--- src/rtl/spi_pwm_ctrl.sv ---
// -----------------------------------------------------------------------------
// spi_pwm_ctrl
//
// Command decoder and 4-channel edge-aligned PWM generator fed by an SPI slave
// receiver. Each completed 16-bit word is announced by rx_valid (SPI clock
// domain). rx_valid is synchronised into CLK, turned into a single write
// strobe, and the word is decoded as a register write. Four PWM outputs are
// produced from a shared period counter.
//
// Word format: [15:14] opcode, [13:12] channel, [11:0] value
//   00 : duty[ch]  <= value
//   01 : period    <= value (channel ignored)
//   10 : enable    <= value[3:0] (applies immediately)
//   11 : invalid, pulses cmd_err, nothing else changes
//
// Build option:
//   PWM_SHADOW_EN defined   : duty/period writes land in staged registers and
//                             are copied to the active set on the period wrap
//                             edge, so a period never mixes old and new values.
//   PWM_SHADOW_EN undefined : writes go straight to the active registers. If a
//                             new period is below the running count, the
//                             counter runs on to all-ones and rolls over.
//
// Ports:
//   CLK          in   1    system clock
//   rst_n        in   1    synchronous active-low reset
//   rx_data      in   16   received word, stable while rx_valid is high
//   rx_valid     in   1    word-complete flag, asynchronous to CLK
//   pwm_out      out  NCH  registered PWM outputs
//   period_wrap  out  1    high while the counter equals the active period
//   cmd_err      out  1    one-cycle pulse on an invalid opcode
// -----------------------------------------------------------------------------
module spi_pwm_ctrl #(
    parameter int NCH = 4,   // channel count, fixed by the 2-bit channel field
    parameter int CW  = 12   // counter, period and duty width
) (
    input  logic           CLK,
    input  logic           rst_n,
    input  logic [15:0]    rx_data,
    input  logic           rx_valid,
    output logic [NCH-1:0] pwm_out,
    output logic           period_wrap,
    output logic           cmd_err
);

    // -------------------------------------------------------------------------
    // Opcodes
    // -------------------------------------------------------------------------
    localparam logic [1:0] OP_DUTY    = 2'b00;
    localparam logic [1:0] OP_PERIOD  = 2'b01;
    localparam logic [1:0] OP_ENABLE  = 2'b10;
    localparam logic [1:0] OP_INVALID = 2'b11;

    localparam logic [CW-1:0] PERIOD_RST = '1;

    // -------------------------------------------------------------------------
    // Declarations
    // -------------------------------------------------------------------------
    // rx_valid synchroniser (s1, s2) and edge-detect delay (s3)
    logic s1_q, s2_q, s3_q;
    logic wr_stb;

    // decoded word fields
    logic [1:0]    op;
    logic [1:0]    ch;
    logic [CW-1:0] value;
    logic          wr_duty;
    logic          wr_period;
    logic          wr_enable;

    // counter and active PWM settings
    logic [CW-1:0]  cnt_q, cnt_d;
    logic [CW-1:0]  period_act_q, period_act_d;
    logic [CW-1:0]  duty_act_q [NCH];
    logic [CW-1:0]  duty_act_d [NCH];
    logic [NCH-1:0] en_q, en_d;
    logic           wrap;

`ifdef PWM_SHADOW_EN
    // staged settings, copied to the active set at period wrap
    logic [CW-1:0]  period_stg_q, period_stg_d;
    logic [CW-1:0]  duty_stg_q [NCH];
    logic [CW-1:0]  duty_stg_d [NCH];
`endif

    // registered outputs
    logic [NCH-1:0] pwm_q, pwm_d;
    logic           cmd_err_q, cmd_err_d;

    // -------------------------------------------------------------------------
    // CDC: 2-FF synchroniser plus a delay flop. One rx_valid high phase gives
    // exactly one wr_stb cycle (rising edge of the synchronised level).
    // rx_data is not synchronised: it is held stable from the rx_valid rise
    // until the next word, so it has long settled when wr_stb fires.
    // -------------------------------------------------------------------------
    always_ff @(posedge CLK) begin
        // NOTE: sequential state is always updated with non-blocking
        // assignments so every flop samples the pre-edge value of the others.
        if (!rst_n) begin
            s1_q <= 1'b0;
            s2_q <= 1'b0;
            s3_q <= 1'b0;
        end else begin
            s1_q <= rx_valid;
            s2_q <= s1_q;
            s3_q <= s2_q;
        end
    end

    assign wr_stb = s2_q & ~s3_q;

    // -------------------------------------------------------------------------
    // Command decode
    // -------------------------------------------------------------------------
    assign op    = rx_data[15:14];
    assign ch    = rx_data[13:12];
    assign value = rx_data[CW-1:0];

    assign wr_duty   = wr_stb && (op == OP_DUTY);
    assign wr_period = wr_stb && (op == OP_PERIOD);
    assign wr_enable = wr_stb && (op == OP_ENABLE);

    // -------------------------------------------------------------------------
    // Period counter: counts 0..period_act inclusive. With period_act == 0 the
    // wrap condition holds every cycle and the counter stays at zero.
    // -------------------------------------------------------------------------
    assign wrap = (cnt_q == period_act_q);

    // -------------------------------------------------------------------------
    // Next-state logic
    // -------------------------------------------------------------------------
    always_comb begin
        // NOTE: every signal assigned here gets a default first, so no path
        // leaves a value unassigned and no latch is inferred.
        cnt_d        = wrap ? '0 : cnt_q + CW'(1);
        period_act_d = period_act_q;
        duty_act_d   = duty_act_q;
        en_d         = wr_enable ? value[NCH-1:0] : en_q;
        cmd_err_d    = wr_stb && (op == OP_INVALID);

`ifdef PWM_SHADOW_EN
        period_stg_d = period_stg_q;
        duty_stg_d   = duty_stg_q;

        if (wr_period) begin
            period_stg_d = value;
        end
        if (wr_duty) begin
            duty_stg_d[ch] = value;
        end

        // The active set loads the pre-edge staged values, so a write landing
        // on the wrap edge itself only becomes active one period later.
        if (wrap) begin
            period_act_d = period_stg_q;
            duty_act_d   = duty_stg_q;
        end
`else
        if (wr_period) begin
            period_act_d = value;
        end
        if (wr_duty) begin
            duty_act_d[ch] = value;
        end
`endif

        // Edge-aligned compare: duty 0 never asserts, duty above the period
        // asserts for the whole period.
        for (int i = 0; i < NCH; i++) begin
            pwm_d[i] = en_q[i] & (cnt_q < duty_act_q[i]);
        end
    end

    // -------------------------------------------------------------------------
    // State registers
    // -------------------------------------------------------------------------
    always_ff @(posedge CLK) begin
        if (!rst_n) begin
            cnt_q        <= '0;
            period_act_q <= PERIOD_RST;
            en_q         <= '0;
            pwm_q        <= '0;
            cmd_err_q    <= 1'b0;
            // NOTE: the duty arrays are a handful of control registers, not a
            // RAM, so they are reset element by element like any other flop.
            for (int i = 0; i < NCH; i++) begin
                duty_act_q[i] <= '0;
            end
`ifdef PWM_SHADOW_EN
            period_stg_q <= PERIOD_RST;
            for (int i = 0; i < NCH; i++) begin
                duty_stg_q[i] <= '0;
            end
`endif
        end else begin
            cnt_q        <= cnt_d;
            period_act_q <= period_act_d;
            duty_act_q   <= duty_act_d;
            en_q         <= en_d;
            pwm_q        <= pwm_d;
            cmd_err_q    <= cmd_err_d;
`ifdef PWM_SHADOW_EN
            period_stg_q <= period_stg_d;
            duty_stg_q   <= duty_stg_d;
`endif
        end
    end

    // -------------------------------------------------------------------------
    // Outputs
    // -------------------------------------------------------------------------
    assign pwm_out     = pwm_q;
    assign period_wrap = wrap;
    assign cmd_err     = cmd_err_q;

endmodule

--- config.mk ---
export PLATFORM = sky130hd
export DESIGN_NAME = spi_pwm_ctrl
export DESIGN_NICKNAME = d
export VERILOG_FILES = /design/src/rtl/spi_pwm_ctrl.sv
export SDC_FILE = /design/constraint.sdc
export NUM_CORES = 1
export LEC_CHECK = 0
export ABC_AREA = 1
export CAP_MARGIN = 20
export CORE_ASPECT_RATIO = 1.4
export CORE_UTILIZATION = 45
export CTS_BUF_LIST = sky130_fd_sc_hd__clkbuf_8 sky130_fd_sc_hd__clkbuf_16
export DETAILED_ROUTE_END_ITERATION = 8
export PLACE_DENSITY = 0.71
export SYNTH_ARGS = -nofsm -noshare
export SYNTH_HDL_FRONTEND = slang
export SYNTH_SLANG_ARGS = --single-unit
export TNS_END_PERCENT = 1
--- constraint.sdc ---
create_clock -name CLK -period 1.81 [get_ports CLK]
set_clock_uncertainty 0.15 [all_clocks]
set_input_delay 0.181 -clock CLK [delete_from_list [all_inputs] [get_ports CLK]]
set_output_delay 0.181 -clock CLK [all_outputs]
set_load 0.02 [all_outputs]
After elaboration in Yosys (flattened, before gate mapping) --
Cells that the tools add are included.
Cells by class: add/sub/neg operators 1, $lt $le $gt $ge 6, equality and inequality tests 4, mux-type cells 3, bitwise gates (word level) 8, reductions and logical operators 7
Operators by type and width (count):
- $bwmux 48 | 1
- $lt 12x12->1 | 4
- $demux 12 s2 | 1
- $add 12x1->12 const B | 1
- $eq 12x12->1 | 1
- $mux 12 | 1
- $and 1x1->1 | 5
- $logic_and 1x1->1 | 5
- $eq 2x2->1 const B | 2
- $ge 3x3->1 const B | 1
- $lt 3x1->1 const B | 1
- $not 2->3 | 1
- $eq 2x1->1 const B | 1
- $logic_not 2->1 | 1
- $not 1->1 | 2
- $reduce_or 2->1 | 1
Storage, ports and cells: flip-flop bits (word level) 84, word-level logic and storage cells 41

Longest topological paths before layout --
depth in word-level cells 6, gate-level depth with buffers 9, depth with buffers taken out 8

Worst setup path before layout --
No wires, ideal clock.
path kind register -> register, from register cnt_q[1], to register cnt_q[10], setup time 116 ps, data arrival time 1279 ps, data required time 1544 ps, slack 265 ps, stages on the path, launching flop included 9, path buffers 0, period minus slack after synthesis 1545 ps, cell sequence dfxtp_1 > ha_1 > nand3_1 > nor2_1 > nand3_1 > nor2_1 > nand2_1 > nand2_1 > nor2_1
On the way: word-level cells in the longest chain between the ends 2, elaborated cells on any way between the ends 3, those cells by class add/sub (1); eq/ne (1); reduce/logical (1)
RTL lines:
- start: declaration | line 72 | logic [CW-1:0] cnt_q, cnt_d;
- start signal: assignment | line 196 | cnt_q <= cnt_d;
- parallel branches: the longest is 2 deep, another holds $add 12x1->12
Parallel ways; which one is timed is not known. A chain may end at the register's enable or synchronous reset.

Final worst setup path --
from register cnt_q[0], to output period_wrap
On the way: word-level cells in the longest chain between the ends 1
RTL lines:
- $eq 12x12->1 | line 127 | assign wrap = (cnt_q == period_act_q);
- end: declaration | line 42 | output logic period_wrap,
Every way passes these cells.

==> impl_metrics.env <==
export IMPL_place_congestion=0.861
export IMPL_yosysTopAreaCell="dfxtp_1"
export IMPL_max_freq_ghz=0.575
export IMPL_die_w_um=84.6
export IMPL_start_util_pct=47.1
export IMPL_grt_ovfl_total=0
export IMPL_powerDensity_nw_per_um2=779
export IMPL_routed_via_density=5.29
export IMPL_worst_ep_arrival_time_ps=1410
export IMPL_worst_slew_pin_slew_ps=439
export IMPL_holdBufCountCts=0
export IMPL_htree_levels=3
export IMPL_cpLargestDelayFamily="simple AND/OR/NAND/NOR gates"
export IMPL_ant_nets=0
export IMPL_final_nets=654
export IMPL_design_portCount=25
export IMPL_tritoncts="yes"
export IMPL_synth_area_per_cell_um2=7.86
export IMPL_max_stage_delay_ps=330
export IMPL_worstSkewPairLatency_ps=340
export IMPL_syn_num_nets=611
export IMPL_wl_um=9970
export IMPL_synthTopCellsByArea="dfxtp_1 39%, ha_1 13%, inv_1 7.9%"
export IMPL_finalMaxSlewViolations=0
export IMPL_ys_warn_count=0
export IMPL_insertedDiodeCount=0
export IMPL_synthCells=547
export IMPL_vias=3714
export IMPL_num_rows=41
export IMPL_min_delay_path_class="in2reg"
export IMPL_cts_root_buffer="clkbuf_16"
export IMPL_max_clock_path_buffers=2
export IMPL_antenna_found_initial=0
export IMPL_dieArea_um2=9960
export IMPL_cts_sinks=84
export IMPL_maxCapViolCount=0
export IMPL_grt_max_degree=31
export IMPL_die_height_um=118
export IMPL_wire_per_inst_um=14.2
export IMPL_drive_gt1_share_pct=12.9
export IMPL_grt_pass1_wl_um=16700
export IMPL_p_leak_nw=2.17
export IMPL_required_ps=1480
export IMPL_drt_initial_drc_count=226
export IMPL_firstDrtPassIters=6
export IMPL_slowest_stage="dfxtp_1"
export IMPL_clk_pin_slew_worst_paths_ps=60
export IMPL_synth_seq_area_share_pct=39.1
export IMPL_setup_viol_count_final=0
export IMPL_drc_errors=0
export IMPL_n_fill_cell=846
export IMPL_whs_ps=90.2
export IMPL_finalHoldViolations=0
export IMPL_core_area_um2=9130
export IMPL_place_area_um2=4790
export IMPL_status="complete, no violations"
export IMPL_period_needed_ps=1740
export IMPL_crit_buf_inv=3
export IMPL_synth_cell_type_count=26
export IMPL_endpoint_kind="primary output"
export IMPL_grt_pass1_vias=3752
export IMPL_ys_ff_latch=84
export IMPL_design_area_um2=5120
export IMPL_synth_area_um2=4300
export IMPL_vdd_drop_max_uv=433
export IMPL_crit_top_cell="nand2_1"
export IMPL_numCtsBuffers=9
export IMPL_start_kind="flop"
export IMPL_criticalPathCategory="reg2out"
export IMPL_period_share_pct=96.1
export IMPL_crit_fanout=4
export IMPL_grtUsageTotal_pct=21.4
export IMPL_areaGrowthSynthToFinish_pct=19.0
export IMPL_dp_hpwl_um=7290
export IMPL_cp_cell_sequence="inv_1 > nand2_1 > nand2_1 > nand2_1 > nor2_2 > nand3_2 > inv_1 > buf_2"
export IMPL_port_buffer_count=24
export IMPL_synth_top_cell_area_share_pct=39.1
export IMPL_maxSlewHeadroom_pct=70.6
[cells in the final DEF (no fill, tap or decap), types with 5 or more instances in the layout]
cell,Yosys,routed
xor2_1,6,6
o21ai_0,44,44
a21oi_1,58,58
nand2_1,87,87
xnor2_1,7,7
inv_1,91,93
nor2_1,27,24
o211ai_1,12,12
nand3_1,9,6
ha_1,45,45
clkdlybuf4s50_1,0,22
a21oi_2,16,16
o21ai_1,14,14
buf_4,3,23
dfxtp_1,84,83
nand4_1,10,10
clkbuf_16,0,9
nor3_1,6,5
[repair_timing]
item	4_1_cts	5_1_grt
gates resized for setup	7	5
pin swaps	1	2
buffers inserted	0	1
endpoints found under the setup margin	1	4
[routing by layer]
metal	vias up	wire (µm)	GRT usage, %
met5	-	0	0
met4	0	271	10.1
met3	24	392	3.72
met2	66	5240	38.6
met1	1751	4070	24.2
li1	1873	-	-
[per-stage QoR]
step | util [%] | setup TNS (ps) | setup slack (ps) | instances | power, mW
after floorplan | - | 0 | 265 | 547 | 2.08
after global placement | 52.5 | -46.1 | -46.1 | 685 | 2.20
after detailed placement | 52.5 | -89.8 | -89.8 | 685 | 2.21
after CTS | 55.8 | 0 | 14.6 | 701 | 4.02
after global routing | 56.1 | -12.7 | -12.7 | 702 | 4.13
final | 56.1 | 0 | 69.9 | 702 | 3.99
[final timing paths]
| check | from | end | slack, ps | cells after the start |
|---|---|---|---|---|
| worst min register to register | s1_q | s2_q | 270 | 2 |
| worst max register to register | cnt_q[1] | cnt_q[10] | 160 | 9 |
| worst min-delay path | rst_n | period_act_q[10] | 90 | 2 |
| worst max-delay path | cnt_q[0] | period_wrap | 70 | 8 |
[cell type report]
class | count | area [µm²] | area share (%)
Sequential cell | 84 | 1680 | 32.9
Inverter | 94 | 353 | 6.89
Clock buffer | 9 | 225 | 4.40
Tap cell | 107 | 134 | 2.62
Multi-Input combinational cell | 351 | 2190 | 42.8
Clock inverter | 7 | 70.1 | 1.37
Timing Repair Buffer | 50 | 463 | 9.04
[logic make-up (layout without fill, tap and decap cells)]
logic type | Yosys count | after routing | synth area share (%)
compound gates | 147 | 147 | 19.4
xor+xnor | 13 | 13 | 2.65
fa+ha+maj | 45 | 45 | 13.1
buf+inv | 112 | 160 | 10.6
flops | 84 | 84 | 39.1
simple gates | 146 | 146 | 15.1
[power breakdown]
group	internal, mW	total, mW	switching, mW
logic	0.113	0.280	0.167
registers	1.87	1.89	0.0138
clock network	1.06	1.82	0.756
total	3.05	3.99	0.937
[sequential cells by signal (all words and copies together) (netlist names)]
name / flops
s2_q: 1
s3_q: 1
period_act_q: 12
en_q: 4
pwm_out: 4
cmd_err: 1
s1_q: 1
duty_act_q: 48
cnt_q: 12
[Yosys cell counts]
master / number
a21oi_1: 58
a21oi_2: 16
buf_2: 7
buf_4: 3
buf_6: 2
clkbuf_1: 6
dfxtp_1: 84
ha_1: 45
inv_1: 91
inv_2: 3
nand2_1: 87
nand2_2: 1
nand3_1: 9
nand3b_1: 1
nand4_1: 10
nor2_1: 27
nor2_4: 2
nor3_1: 6
nor3_4: 3
o211ai_1: 12
o21ai_0: 44
o21ai_1: 14
o21ai_2: 2
o21bai_1: 1
xnor2_1: 7
xor2_1: 6
No activity file was read; power rests on OpenSTA's default activity.
==> patch (config.mk and constraints unchanged) <==
`CW`: 12 -> 13.
--- a/src/rtl/spi_pwm_ctrl.sv
+++ b/src/rtl/spi_pwm_ctrl.sv
@@ -32,7 +32,7 @@
 // -----------------------------------------------------------------------------
 module spi_pwm_ctrl #(
     parameter int NCH = 4,   // channel count, fixed by the 2-bit channel field
-    parameter int CW  = 12   // counter, period and duty width
+    parameter int CW  = 13   // counter, period and duty width
 ) (
     input  logic           CLK,
     input  logic           rst_n,
Check against the original RTL: not equivalent (Yosys sat finds a counterexample within 4 cycles, from zero or initial values and one cycle with rst_n low).
==> patch against the original RTL <==
Sequential share of layout area shrank 1.4 points. Register-to-register slack got worse by 0.02 ns. Worst hold slack worse by 0.081 ns. Synthesized area grew 12%. Global-route usage grew 1.0 points. Sequential power rose by 7%. Wire length rose by 16%. Final area is 13% higher. Total power rose by 7.8%. Critical path depth rose by 1. Setup slack better by 0.029 ns. Sequential cell count grew 6. Synthesized cell count grew 32%. Critical endpoint unchanged.
==> patch: results (changes against the original RTL) <==
INFO  metric outcome = finished, final reports clean
INFO  metric largest_registers = duty_act_q: 52 flops, cnt_q: 13 flops, period_act_q: 13 flops
INFO  metric worst_hold_path_type = in -> reg
INFO  metric global_route.usage.total = 22.48% (+1.0 points)
INFO  metric cp_max_stage_cell = dfxtp_1
INFO  metric synth_common_cells = nand2_1 (220), nor2_1 (137), inv_1 (111)
INFO  metric dp_hpwl = 8847 um (+21%)
INFO  metric wl_per_cell = 12.67 um (-11%)
INFO  metric path_clk_slew = 0.06 ns (about the same)
INFO  metric proportion_of_layout_cells_with_a_drive_suffix_above_1 = 8.612% (-4.3 points)
INFO  metric ctsLongestPathBuffers = 2 (unchanged)
INFO  metric worstSkewPairLatency = 0.34 ns (about the same)
INFO  metric synth_mux_area_share = 0% (unchanged)
INFO  metric synth_area_leaders = dfxtp_1 (37%), nand2_1 (17%), ha_1 (13%)
INFO  metric biggest_cell_delay_along_the_critical_path = 0.37 ns (+0.04 ns)
INFO  metric synth-adder-area-share = 12.75% (-0.35 points)
INFO  metric synth_compound_area_share = 5.359% (-14 points)
INFO  metric cts-root-buf = clkbuf_16
INFO  metric cts_buffers = 9 (unchanged)
INFO  metric leakage_power = 2.998 nW (+38%)
INFO  metric ctsHtreeMaxLevel = 3 (unchanged)
INFO  metric yosys.area_share.xor_xnor = 1.639% (-1.0 points)
INFO  metric synth_cell_types = 19 (-27%)
INFO  metric critical_path_arrival = 1.38 ns (-0.03 ns)
INFO  metric timing.critical_path.fanout_max = 4 (unchanged)
INFO  metric synthArstFlopShare = 0% (unchanged)
INFO  metric finalNetCount = 843 (+29%)
INFO  metric n_fill_cell = 968 (+14%)
INFO  metric grt_start_max_net_pins = 34 (+9.7%)
INFO  metric avgViaCountPerCell = 4.841 (-8.5%)
INFO  metric grt_first_pass_wirelength = 19230 um (+15%)
INFO  metric place.port_buffers = 24 (unchanged)
INFO  metric report.final.hold_viol_count = 0 (unchanged)
INFO  metric yosysWarningCount = 0 (unchanged)
INFO  metric drt_iter0_drc = 153 (-32%)
INFO  metric vdd.ir_drop.worst = 0.4238 mV (-2.1%)
INFO  metric grt_pass1_vias = 4243 (+13%)
INFO  metric first_pass_iteration_count_of_the_detailed_router = 5 (-1)
INFO  metric synth_fp_nets = 789 (+29%)
INFO  metric cp_top_family = simple AND/OR/NAND/NOR gates
INFO  metric seq_total_area_yosys = 37.46% (-1.6 points)
INFO  metric n_antenna_cell = 0 (unchanged)
INFO  metric worstMarginPinSlew = 0.3550 ns (-0.08422 ns)
INFO  metric gp_routability_congestion = 0.8324 (-3.4%)
INFO  metric antenna_found_initial = 0 (unchanged)
patch: cell types whose count changed after synthesis, sizes merged, moves of 6 or more:
cell	before	now
a21oi	74	26
dfxtp	84	90
inv	94	111
nand2	88	220
nand3	9	32
nand4	10	4
nor2	29	137
nor3	9	3
o21ai	60	9
patch: path summary, 6_finish.rpt:
check	startpoint	to	slack [ns]	cells after the start
worst max-delay path	cnt_q[11]	period_wrap	0.1	9
worst min register to register	s1_q	s2_q	0.26	2
worst min-delay path	rst_n	period_act_q[8]	0.01	2
worst max register to register	cnt_q[12]	pwm_out[2]	0.14	9
patch: logic make-up after synthesis:
family,count (synthesis)
buf+inv,131
fa+ha+maj,49
flops,90
xor+xnor,9
simple gates,396
compound gates,46
patch: repair_timing:
item / 4_1_cts / 5_1_grt
pin swaps: 0 / 1
endpoints found under the setup margin: 2 / 6
resized for setup: 7 / 10
hold buffers: 0 / 0
setup buffers: 0 / 0
patch: per-stage QoR:
step	instances	instance area (sq um)	setup TNS, ns	setup slack, ns
2_1_floorplan	721	4810	0	0.1435
3_3_place_gp	902	5434	-0.01973	-0.01973
3_5_place_dp	902	5434	-0.05867	-0.01800
4_1_cts	916	5742	0	0.05269
5_1_grt	916	5763	-0.01073	-0.006680
6_report	916	5763	0	0.09933
patch: power by group:
| part | switching, mW | internal (mW) | total (mW) |
|---|---|---|---|
| logic | 0.195 | 0.122 | 0.317 |
| clock network | 0.737 | 1.22 | 1.96 |
| registers | 0.0130 | 2.01 | 2.02 |
| total | 0.945 | 3.35 | 4.30 |
patch: per-layer routing:
metal / global-route usage, % / vias up / wire, um
li1: - / 2300 / -
met1: 24.62 / 2022 / 4882
met2: 40.46 / 78 / 5947
met3: 3.115 / 34 / 299
met4: 11.76 / 0 / 474
met5: 0 / - / 0
patch: final cells by class:
cell class / count / share of cell area (%)
multi-input combinational: 500 / 43.73
tap: 138 / 2.996
clock inverter: 4 / 1.194
timing repair buffer: 62 / 9.205
clock buffer: 10 / 4.147
sequential: 90 / 31.44
inverter: 112 / 7.295
